**src/rtl/rr_encoder8_3_if.sv**
```systemverilog
// Request/grant bundle for rr_encoder8_3: sticky request lines in, encoded grant plus handshake out.
// The master side is the encoder; the slave side is the requester/consumer.
interface rr_encoder8_3_if;
  logic [7:0] req;
  logic       ready;
  logic [2:0] y;
  logic       valid;
  logic [7:0] onehot;
  logic [7:0] pending;

  modport master (
    input  req,
    input  ready,
    output y,
    output valid,
    output onehot,
    output pending
  );

  modport slave (
    output req,
    output ready,
    input  y,
    input  valid,
    input  onehot,
    input  pending
  );
endinterface

```
**src/rtl/rr_encoder8_3.sv**
```systemverilog
// Sticky 8-to-3 request encoder: round-robin (RR=1) or fixed-priority grant, held under valid/ready.
// Request-to-valid latency is 2 edges; each accepted grant is followed by one idle cycle.
module rr_encoder8_3 #(
  parameter bit RR = 1'b1
) (
  input  logic         clk,
  input  logic         reset,
  rr_encoder8_3_if.master bus
);

  localparam logic [0:0] IDLE = 1'b0;
  localparam logic [0:0] HOLD = 1'b1;

  logic [0:0] state_q, state_d;
  logic [7:0] pending_q, pending_d;
  logic [7:0] onehot_q, onehot_d;
  logic [2:0] y_q, y_d;
  logic [2:0] ptr_q, ptr_d;
  logic [7:0] clr;
  logic [2:0] base;
  logic [2:0] idx;
  logic [2:0] k;
  logic       found;
  logic       accept;

  assign accept = (state_q == HOLD) && bus.ready;
  assign clr    = accept ? onehot_q : 8'h00;

  // A request arriving on the accept edge survives the clear and is granted again later.
  assign pending_d = (pending_q & ~clr) | bus.req;

  assign base = RR ? ptr_q : 3'd0;

  // Ascending wrap-around search of the registered pending set; same-cycle req is not seen.
  always_comb begin
    found = 1'b0;
    k     = 3'd0;
    idx   = 3'd0;
    for (int i = 0; i < 8; i++) begin
      idx = base + 3'(i);
      if (!found && pending_q[idx]) begin
        found = 1'b1;
        k     = idx;
      end
    end
  end

  always_comb begin
    state_d  = state_q;
    y_d      = y_q;
    onehot_d = onehot_q;
    ptr_d    = ptr_q;
    case (state_q)
      IDLE: begin
        if (found) begin
          y_d      = k;
          onehot_d = 8'h01 << k;
          state_d  = HOLD;
        end
      end
      HOLD: begin
        if (bus.ready) begin
          ptr_d    = y_q + 3'd1;
          onehot_d = 8'h00;
          state_d  = IDLE;
        end
      end
      default: state_d = IDLE;
    endcase
  end

  always_ff @(posedge clk) begin
    if (reset) begin
      state_q   <= IDLE;
      pending_q <= 8'h00;
      onehot_q  <= 8'h00;
      y_q       <= 3'd0;
      ptr_q     <= 3'd0;
    end else begin
      state_q   <= state_d;
      pending_q <= pending_d;
      onehot_q  <= onehot_d;
      y_q       <= y_d;
      ptr_q     <= ptr_d;
    end
  end

  assign bus.y       = y_q;
  assign bus.valid   = (state_q == HOLD);
  assign bus.onehot  = onehot_q;
  assign bus.pending = pending_q;

  a_onehot_tracks_y: assert property (@(posedge clk) disable iff (reset)
    (state_q == HOLD) ? (onehot_q == (8'h01 << y_q)) : (onehot_q == 8'h00));

endmodule

```
**src/flat_wrapper.sv**
```systemverilog
// flat-port wrapper written by rule: the top's interface ports become plain ports
module rr_encoder8_3_flat 
#(
  parameter bit RR = 1'b1
)
  (clk, reset, bus_req, bus_ready, bus_y, bus_valid, bus_onehot, bus_pending);
  rr_encoder8_3_if bus_i ();
  input  logic clk;
  input  logic reset;
  input wire logic [$bits(bus_i.req)-1:0] bus_req;
  input wire logic [$bits(bus_i.ready)-1:0] bus_ready;
  output wire logic [$bits(bus_i.y)-1:0] bus_y;
  output wire logic [$bits(bus_i.valid)-1:0] bus_valid;
  output wire logic [$bits(bus_i.onehot)-1:0] bus_onehot;
  output wire logic [$bits(bus_i.pending)-1:0] bus_pending;
  assign bus_i.req = bus_req;
  assign bus_i.ready = bus_ready;
  assign bus_y = bus_i.y;
  assign bus_valid = bus_i.valid;
  assign bus_onehot = bus_i.onehot;
  assign bus_pending = bus_i.pending;
  rr_encoder8_3 #(.RR(RR)) u_core (.clk(clk), .reset(reset), .bus(bus_i));
endmodule
```
**config.mk**
```make
export PLATFORM = sky130hd
export DESIGN_NAME = rr_encoder8_3_flat
export DESIGN_NICKNAME = d
export VERILOG_FILES = /design/src/rtl/rr_encoder8_3_if.sv /design/src/rtl/rr_encoder8_3.sv /design/src/flat_wrapper.sv
export SDC_FILE = /design/constraint.sdc
export NUM_CORES = 1
export LEC_CHECK = 0
export CORE_ASPECT_RATIO = 1.25
export CORE_MARGIN = 5
export CORE_UTILIZATION = 53
export DETAILED_ROUTE_END_ITERATION = 6
export GPL_TIMING_DRIVEN = 0
export PLACE_DENSITY = 0.8
export SYNTH_ARGS = -nofsm -noshare
export SYNTH_HDL_FRONTEND = slang
export SYNTH_SLANG_ARGS = --single-unit
```
**constraint.sdc**
```tcl
create_clock -name clk -period 4.3 [get_ports clk]
set_input_delay 0.86 -clock clk [delete_from_list [all_inputs] [get_ports clk]]
set_output_delay 0.86 -clock clk [all_outputs]
set_load 0.005 [all_outputs]
```
==> summary.txt, run 1 <==
Synth
  • Share of the synthesized area in the top cell type: 24.98%
  • Post-synth net total: 212
  • Post-synth EDFFs: 0
  • Yosys cell types: 52
  • Post-synth ARST share: 0%
  • #FFs+latches synth: 23
  • Mapped Cells: 198
  • Synthesis Warnings: 0
  • Post-synth top area cell: dfxtp_1
  • Area contributors post-synth: dfxtp_1, mux4_2, mux2i_1, nand2_1, nor2_1
  • Commonest register cell after synthesis: dfxtp_1
  • Seq/Total Area, Yosys: 24.98%
  • Syn Area/Cell: 9.308 um^2
  • Synth Cell Area: 0.001843 mm^2

Clock tree
  • Post_cts resized: 0
  • Maximum clock path buffer count: 2
  • Clk Latency, worst-skew pair: 270 ps
  • Num CTS Buffers: 3
  • Post-CTS setup buffers: 0
  • Hold buffer count at cts: 0
  • Clock root buffer: clkbuf_8
  • Sink Count: 23
  • CTS tree: yes
  • Reg clk slew, reported paths: 80 ps
  • H-Tree Depth: 1

Worst setup path
  • Critical path's top delay family: multiplexers
  • Crit-path max FO: 10
  • Worst Path Buf+Inv: 3
  • Startpoint types: flip-flop
  • Worst EP arrival: 4100 ps
  • End of the worst register-to-register path: u_core.bus.onehot[0]$_SDFFE_PP0P_
  • CP Class: reg2reg
  • Slowest-stage cell, CP: mux4_2
  • Reg2Reg Depth: 12
  • Crit-path cells: buf_6, buf_2, inv_1, ha_1, xor2_1, mux4_2, mux2i_2, and2_1, o2111ai_1, a41oi_2, and3b_1, a22o_1
  • Reg2reg setup slack: 370 ps
  • Data required, critical path: 4470 ps
  • Worst reg2reg path startpoint: u_core.base[0]$_SDFFE_PP0P_
  • Crit path capture type: flip-flop
  • Crit path largest cell delay: 600 ps

Timing
  • Clk_skew: 2.426 ps
  • Rel. slew slack: 54.71%
  • Final Hold Viols: 0
  • Final setup viols: 0
  • Worst-Margin Slew: 676.2 ps
  • Max Slew Vio Count: 0
  • RSZ-0062 raised after global routing: no
  • Fmax: 254.4 MHz
  • Crit share post-route: 91.43%
  • Tmin final: 3931 ps
  • Setup TNS: 0 ps

Global route
  • Largest net degree at the start of global routing: 15
  • Initial antenna violation count: 0
  • Grt ovf: 0
  • Tot GR Track Use: 20.29%
  • First-pass GRT wire length: 8017 um
  • Number of global-route vias before repair: 1666

Floorplanning
  • Die H: 75.93 um
  • Die Area: 0.004764 mm^2
  • DIE WIDTH: 62.75 um
  • Core ar.: 0.003423 mm^2
  • Top-Level Pins: 31
  • Starting Density: 53.84%
  • Num rows: 24

Power and ir drop
  • Static Leak: 0.8063 nW
  • Max VDD drop: 0.3479 mV
  • PD cells: 370.2 mW/mm^2

Drt
  • Routed Antenna Nets: 0
  • WL final: 4694 um
  • Count of TritonRoute iterations in the first routing pass: 4
  • Via count: 1715
  • Via density: 6.352
  • Wirelength per Cell: 17.39 um
  • DRC viols: 0
  • DR iter-0 viols: 91

Layout
  • Nets: 246
  • Cell area after layout: 0.002231 mm^2
  • Diode count: 0
  • Commonest non-fill, non-tap cells in the layout: clkdlybuf4s50_1, nand2_1, nor2_1, dfxtp_1, a21oi_1
  • Layout cells sized above 1: 13.85%
  • Commonest non-fill, non-tap cell in the layout: clkdlybuf4s50_1
  • P&R area growth vs syn: 21.05%

Place
  • Routability cong.: 0.8729
  • Detail Placement HPWL: 3603 um
  • # port buffers: 29
  • Placed Area: 0.002182 mm^2

Min path
  • Hold depth: 1
  • Min-delay src: u_core.bus.onehot[1]$_SDFFE_PP0P_
  • Worst hold path endpoint: u_core.bus.onehot[1]$_SDFFE_PP0P_
  • Worst hold path class: reg2reg

Run status
  • Status: complete, no violations

Flow run
  • Max Cap Viol: 0
cell usage after synthesis (all sizes together), types with 2 or more instances:
cell type	count
a21oi	12
a22o	8
and2	3
buf	6
clkbuf	3
dfxtp	23
ha	3
inv	4
mux2	8
mux2i	12
mux4	12
nand2	23
nand2b	2
nand3	4
nand4	4
nor2	23
nor2b	2
nor3	4
nor4	2
o2111ai	4
o211ai	2
o21a	2
o21ai	4
o22a	3
o22ai	4
xor2	4
logic make-up (layout without fill, tap and decap cells):
kind of cell / after synthesis / in the layout / synth area share (%)
and+or+nand+nor: 72 / 72 / 20.30
buffers and inverters: 13 / 46 / 3.326
muxes: 32 / 32 / 27.09
adders and majority gates: 3 / 3 / 2.037
DFF: 23 / 23 / 24.98
AOI/OAI and AO/OA: 50 / 50 / 19.89
xor gates and xnor gates: 5 / 5 / 2.376
per-layer routing:
metal  global-route usage, %  vias to the layer above  share of wire, %
li1                        -                      835                 -
met1                   25.67                      819                43
met2                   34.44                       52                51
met3                   2.219                        9               4.0
met4                   8.705                        0               2.4
met5                       0                        -                 0
state kept, by name, indices dropped and copies added (netlist names):
register and cells:
u_core.base 3, u_core.bus.y 3, u_core.bus.pending 8, u_core.bus.valid 1, u_core.bus.onehot 8
per-stage QoR:
stage / std cells / total power, mW / util, % / hold WS, ps / setup slack [ps]
after floorplan: 198 / 0.5603 / - / 497.7 / 884.9
after global placement: 266 / 0.6811 / 63.74 / 497.5 / 430.7
after detailed placement: 266 / 0.6877 / 63.74 / 496.9 / 356.3
after CTS: 270 / 0.8257 / 65.17 / 522.3 / 344.1
after global routing: 270 / 0.8820 / 65.17 / 544.0 / 95.36
final: 270 / 0.8258 / 65.17 / 519.9 / 368.7
how the worst max path moves through the flow:
stage	start	end	depth (start not counted)
2_1_floorplan	u_core.base[0]$_SDFFE_PP0P_	u_core.bus.onehot[0]$_SDFFE_PP0P_	13
3_3_place_gp	u_core.base[0]$_SDFFE_PP0P_	u_core.bus.onehot[0]$_SDFFE_PP0P_	12
3_5_place_dp	u_core.base[0]$_SDFFE_PP0P_	u_core.bus.onehot[0]$_SDFFE_PP0P_	12
4_1_cts	u_core.base[0]$_SDFFE_PP0P_	u_core.bus.onehot[0]$_SDFFE_PP0P_	12
5_1_grt	u_core.base[0]$_SDFFE_PP0P_	u_core.bus.onehot[5]$_SDFFE_PP0P_	12
6_report	u_core.base[0]$_SDFFE_PP0P_	u_core.bus.onehot[0]$_SDFFE_PP0P_	12
power by group:
part	leakage (nW)	switching (mW)	internal (mW)
combinational	0.595	0.211	0.201
clock	0.0217	0.0739	0.0657
sequential	0.190	0.0340	0.240
area by class of cell:
type	count	area [um^2]
repair buffers	29	290.3
fillers	306	1192
inverters	4	15.01
plain buffers	9	46.29
clock buffers	3	41.29
multi-input cells	162	1321
clock inverters	1	7.507
flip-flops and latches	23	460.4
well taps	39	48.80
worst register-to-register path, cell delays in order (launching register included):
cell       delay, ps
dfxtp_1          360
buf_6            150
buf_2            250
inv_1            160
ha_1             240
xor2_1           480
mux4_2           610
mux2i_2          430
and2_1           220
o2111ai_1        140
a41oi_2          330
and3b_1          260
a22o_1           200
(Power assumes the default switching activity.)
==> inputs of run 2 (changes only) <==
- ABC_AREA: not set -> 1
- CORE_UTILIZATION: 53 -> 47
- PLACE_DENSITY: 0.8 -> 0.76
- clock period: 4.3 -> 3.6 ns (I/O delays scaled with it)
==> summary.txt, run 2 <==
Timing
  • Max Slew Vio Count: 0
  • Clk_skew: 11.22 ps
  • Rel. slew slack: 69.60%
  • Tmin final: 3017 ps
  • Final Hold Viols: 0
  • Final setup viols: 0
  • WHS: 487.0 ps
  • Crit share post-route: 83.79%
  • Fmax: 331.5 MHz
  • RSZ-0062 raised after global routing: no
  • Setup TNS: 0 ps
  • Worst-Margin Slew: 456.0 ps

Synth
  • Mapped Cells: 254
  • Synth Cell Area: 0.001678 mm^2
  • Share of the synthesized area in the top cell type: 27.44%
  • Syn Area/Cell: 6.606 um^2
  • Post-synth EDFFs: 0
  • #FFs+latches synth: 23
  • Post-synth top area cell: dfxtp_1
  • Area contributors post-synth: dfxtp_1, nand2_1, nand3_1, a21oi_1, nor2_1
  • Post-synth ARST share: 0%
  • Commonest register cell after synthesis: dfxtp_1
  • Top post-synthesis cells by count: nand2_1, nand3_1, nor2_1
  • Post-synth net total: 268
  • Synthesis Warnings: 0
  • Count leader, synth: nand2_1
  • Seq/Total Area, Yosys: 27.44%
  • Yosys cell types: 30

Run status
  • Status: complete, no violations

Drt
  • Wirelength per Cell: 13.17 um
  • DR iter-0 viols: 81
  • DRC viols: 0
  • Via density: 5.350
  • Routed Antenna Nets: 0
  • Via count: 1744
  • Count of TritonRoute iterations in the first routing pass: 4
  • WL final: 4294 um

Clock tree
  • Post-CTS setup buffers: 0
  • H-Tree Depth: 1
  • Hold buffer count at cts: 0
  • Reg clk slew, reported paths: 90 ps
  • Clock root buffer: clkbuf_8
  • CTS tree: yes
  • Clk Latency, worst-skew pair: 270 ps
  • Num CTS Buffers: 3
  • Maximum clock path buffer count: 2
  • Post_cts resized: 0
  • Sink Count: 23

Worst setup path
  • Crit-path max FO: 10
  • Crit path capture type: flip-flop
  • Data required, critical path: 3800 ps
  • Critical path's top delay family: simple AND/OR/NAND/NOR gates
  • Startpoint types: flip-flop
  • Crit-path cells: inv_2, buf_6, ha_1, inv_1, nand3_1, nand3_2, nand2_2, nor2_4, nand4_4, nor2_8, nand3_1, nand3_1, nand2_1, nor2_1, nand2_1, a21oi_1
  • CP Class: reg2reg
  • Slowest-stage cell, CP: dfxtp_1
  • Worst Path Buf+Inv: 3
  • CP dominant cell by count: nand3_1
  • Reg2reg setup slack: 580 ps
  • Worst EP arrival: 3210 ps
  • Crit path largest cell delay: 480 ps

Global route
  • Tot GR Track Use: 18.46%
  • Initial antenna violation count: 0
  • Largest net degree at the start of global routing: 14
  • Grt ovf: 0
  • Number of global-route vias before repair: 1770
  • First-pass GRT wire length: 7603 um

Floorplanning
  • Num rows: 24
  • Die H: 76.80 um
  • Top-Level Pins: 31
  • DIE WIDTH: 63.44 um
  • Starting Density: 48.17%
  • Core ar.: 0.003483 mm^2
  • Die Area: 0.004872 mm^2

Layout
  • Diode count: 0
  • Cell area after layout: 0.002063 mm^2
  • Nets: 302
  • Commonest non-fill, non-tap cells in the layout: nand2_1, nand3_1, clkdlybuf4s50_1
  • Layout cells sized above 1: 12.89%
  • Commonest non-fill, non-tap cell in the layout: nand2_1
  • P&R area growth vs syn: 22.97%

Place
  • Placed Area: 0.002017 mm^2
  • Detail Placement HPWL: 3528 um
  • # port buffers: 29
  • Routability cong.: 0.9243

Power and ir drop
  • PD cells: 452.7 mW/mm^2
  • Max VDD drop: 0.3448 mV
  • Static Leak: 0.9299 nW

Min path
  • Worst hold path class: reg2reg

Flow run
  • Max Cap Viol: 0
## run 2: path summary, 6_finish.rpt
path	from	end	cells after the start
worst max register to register	u_core.base[0]$_SDFFE_PP0P_	u_core.bus.onehot[5]$_SDFFE_PP0P_	16
worst min register to register	u_core.bus.onehot[5]$_SDFFE_PP0P_	u_core.bus.onehot[5]$_SDFFE_PP0P_	2
worst max-delay path	u_core.base[0]$_SDFFE_PP0P_	u_core.bus.onehot[5]$_SDFFE_PP0P_	16
worst min-delay path	u_core.bus.onehot[5]$_SDFFE_PP0P_	u_core.bus.onehot[5]$_SDFFE_PP0P_	2
## run 2: area by class of cell
type / count / area, um^2
flip-flops and latches: 23 / 460.4
fillers: 345 / 1420
repair buffers: 29 / 290.3
plain buffers: 7 / 40.04
well taps: 39 / 48.80
inverters: 23 / 86.33
clock buffers: 3 / 41.29
clock inverters: 1 / 5.005
multi-input cells: 201 / 1091
## run 2: per-stage QoR
step	power (mW)	setup slack [ps]	utilization, %	std cells
after global placement	0.7724	665.2	57.90	322
after detailed placement	0.7769	646.2	57.90	322
after CTS	0.9354	613.6	59.23	326
after global routing	1.010	320.3	59.23	326
after floorplan	0.6345	1087	-	254
final	0.9341	583.4	59.23	326
## run 2: power breakdown
part / internal, mW / leakage (nW) / switching [mW] / total, mW
Sequential: 0.285 / 0.190 / 0.0293 / 0.314
Clock: 0.0774 / 0.0255 / 0.0849 / 0.162
Combinational: 0.174 / 0.715 / 0.283 / 0.458
## run 2: tightest hold or removal path, stage by stage, from the launching register on
cell and delay [ps]:
dfxtp_1 330, nand2_1 60, a21oi_1 50
## run 2: logic make-up after synthesis
logic type | after synthesis | synth area share (%)
fa+ha+maj | 3 | 2.237
buf+inv | 30 | 7.532
compound gates | 32 | 11.19
flops | 23 | 27.44
xor+xnor | 4 | 2.088
simple gates | 162 | 49.52
## run 2: per-layer routing
layer / GRT usage (%) / vias to the layer above / share of wire [%]
li1: - / 908 / -
met1: 21.77 / 787 / 43
met2: 33.43 / 42 / 51
met3: 2.778 / 7 / 4.5
met4: 5.821 / 0 / 1.7
met5: 0 / - / 0
==> inputs of run 3 (changes only) <==
- clock period: 3.6 -> 2.6 ns (I/O delays scaled with it)
==> summary.txt, run 3 (synthesis gave the netlist of run 2 again) <==
Min path
  • Worst hold path class: reg2reg
  • Hold depth: 2
  • Worst hold path endpoint: u_core.bus.onehot[4]$_SDFFE_PP0P_
  • Min-delay src: u_core.bus.onehot[4]$_SDFFE_PP0P_

Global route
  • Grt ovf: 0
  • Initial antenna violation count: 0
  • Tot GR Track Use: 18.91%
  • Largest net degree at the start of global routing: 14
  • First-pass GRT wire length: 7810 um
  • Number of global-route vias before repair: 1812

Timing
  • Clk_skew: 8.001 ps
  • Final Hold Viols: 0
  • Max Slew Vio Count: 0
  • Rel. slew slack: 67.07%
  • Tmin final: 2476 ps
  • Crit share post-route: 95.23%
  • WHS: 493.1 ps
  • Final setup viols: 0
  • Setup TNS: 0 ps
  • Fmax: 403.9 MHz
  • Worst-Margin Slew: 493.9 ps
  • RSZ-0062 raised after global routing: yes

Layout
  • Nets: 311
  • Layout cells sized above 1: 24.66%
  • Commonest non-fill, non-tap cells in the layout: nand2_1, nand3_1, clkdlybuf4s50_1
  • P&R area growth vs syn: 35.72%
  • Diode count: 0
  • Commonest non-fill, non-tap cell in the layout: nand2_1

Worst setup path
  • Reg2Reg Depth: 15
  • Worst reg2reg path startpoint: u_core.base[0]$_SDFFE_PP0P_
  • Crit-path max FO: 10
  • Data required, critical path: 2790 ps
  • End of the worst register-to-register path: u_core.bus.onehot[5]$_SDFFE_PP0P_
  • Startpoint types: flip-flop
  • Crit path capture type: flip-flop
  • Reg2reg setup slack: 120 ps
  • CP Class: reg2reg
  • Worst EP arrival: 2670 ps

Floorplanning
  • Core ar.: 0.003483 mm^2
  • Starting Density: 48.17%
  • Num rows: 24
  • DIE WIDTH: 63.44 um
  • Top-Level Pins: 31
  • Die H: 76.80 um
  • Die Area: 0.004872 mm^2

Clock tree
  • Clk Latency, worst-skew pair: 270 ps
  • Num CTS Buffers: 3
  • Sink Count: 23
  • Hold buffer count at cts: 0
  • CTS tree: yes
  • Reg clk slew, reported paths: 80 ps
  • Clock root buffer: clkbuf_8
  • H-Tree Depth: 1
  • Maximum clock path buffer count: 2

Place
  • Routability cong.: 0.9243
  • Detail Placement HPWL: 3528 um
  • # port buffers: 29

Drt
  • Via count: 1843
  • Wirelength per Cell: 14.21 um
  • DRC viols: 0
  • DR iter-0 viols: 110
  • Count of TritonRoute iterations in the first routing pass: 4
  • Routed Antenna Nets: 0
  • Via density: 5.501
  • WL final: 4761 um

Power and ir drop
  • Static Leak: 1.006 nW
  • PD cells: 625.5 mW/mm^2
  • Max VDD drop: 0.4773 mV

Flow run
  • Max Cap Viol: 0

Run status
  • Status: complete, no violations
==> run 3: cell types whose count changed in the layout (fill, tap and decap cells not counted), moves of 2 or more <==
cell	delta
a21oi_2	+4
buf_4	+8
nor2_1	-6
nor2_2	+6
a21oi_1	-4
nand2_2	+5
nand3_4	+2
inv_2	-2
nand2_1	-5
nand3_2	+6
nand3_1	-8
inv_4	+2
dfxtp_1	-2
==> run 3: area by class of cell <==
| type | count | area (um^2) |
|---|---|---|
| plain buffers | 7 | 50.05 |
| well taps | 39 | 48.80 |
| clock buffers | 3 | 41.29 |
| multi-input cells | 202 | 1220 |
| fillers | 307 | 1206 |
| clock inverters | 1 | 5.005 |
| repair buffers | 37 | 350.3 |
| inverters | 23 | 96.34 |
| flip-flops and latches | 23 | 465.4 |
==> run 3: worst max-delay path, stage by stage, from the launching register on <==
cell,delay [ps]
dfxtp_4,390
inv_2,60
buf_8,150
ha_4,330
nand3_2,110
nand3_2,100
nand2_2,80
nor2_4,140
nand4_4,180
nor2_8,170
nand3_1,100
nand3_1,110
nand2_2,100
nor2_2,130
nand2_1,100
a21oi_2,130
==> run 3: worst max-delay path by stage <==
stage | slack (ps) | start | cells after the start | end
after floorplan | 90 | u_core.base[0]$_SDFFE_PP0P_ | 17 | u_core.bus.onehot[6]$_SDFFE_PP0P_
after global placement | -330 | u_core.base[0]$_SDFFE_PP0P_ | 16 | u_core.bus.onehot[5]$_SDFFE_PP0P_
after detailed placement | -350 | u_core.base[0]$_SDFFE_PP0P_ | 17 | u_core.bus.onehot[6]$_SDFFE_PP0P_
after CTS | 80 | u_core.base[0]$_SDFFE_PP0P_ | 17 | u_core.bus.onehot[6]$_SDFFE_PP0P_
after global routing | -40 | u_core.base[0]$_SDFFE_PP0P_ | 16 | u_core.bus.onehot[7]$_SDFFE_PP0P_
final | 120 | u_core.base[0]$_SDFFE_PP0P_ | 15 | u_core.bus.onehot[5]$_SDFFE_PP0P_
==> run 3: per-layer routing <==
metal | GRT usage, % | up-vias | wire length (um)
li1 | - | 928 | -
met2 | 34.25 | 43 | 2514
met5 | 0 | - | 0
met3 | 2.193 | 14 | 149
met1 | 22.39 | 858 | 1958
met4 | 6.653 | 0 | 138
==> run 3: per-stage QoR <==
stage          instance area [um^2]  util [%]  setup WS (ps)  instances  power (mW)
2_1_floorplan                  1678         -          87.20        254      0.8785
3_3_place_gp                   2017     57.90         -334.8        322       1.069
3_5_place_dp                   2017     57.90         -353.8        322       1.076
4_1_cts                        2122     60.92          80.26        329       1.328
5_1_grt                        2277     65.37         -44.71        335       1.536
6_report                       2277     65.37          124.0        335       1.424
==> run 3: timing repair <==
action / 4_1_cts / 5_1_grt
gates resized for setup: 10 / 29
buffers inserted: 2 / 6
gates cloned: 1 / 0
pin swaps: 3 / 11
endpoints found under the setup margin: 12 / 9
==> run 3: power breakdown <==
group	total [mW]	internal (mW)	switching (mW)
sequential	0.436	0.395	0.0410
clock	0.220	0.107	0.113
combinational	0.769	0.308	0.460
total	1.42	0.810	0.615
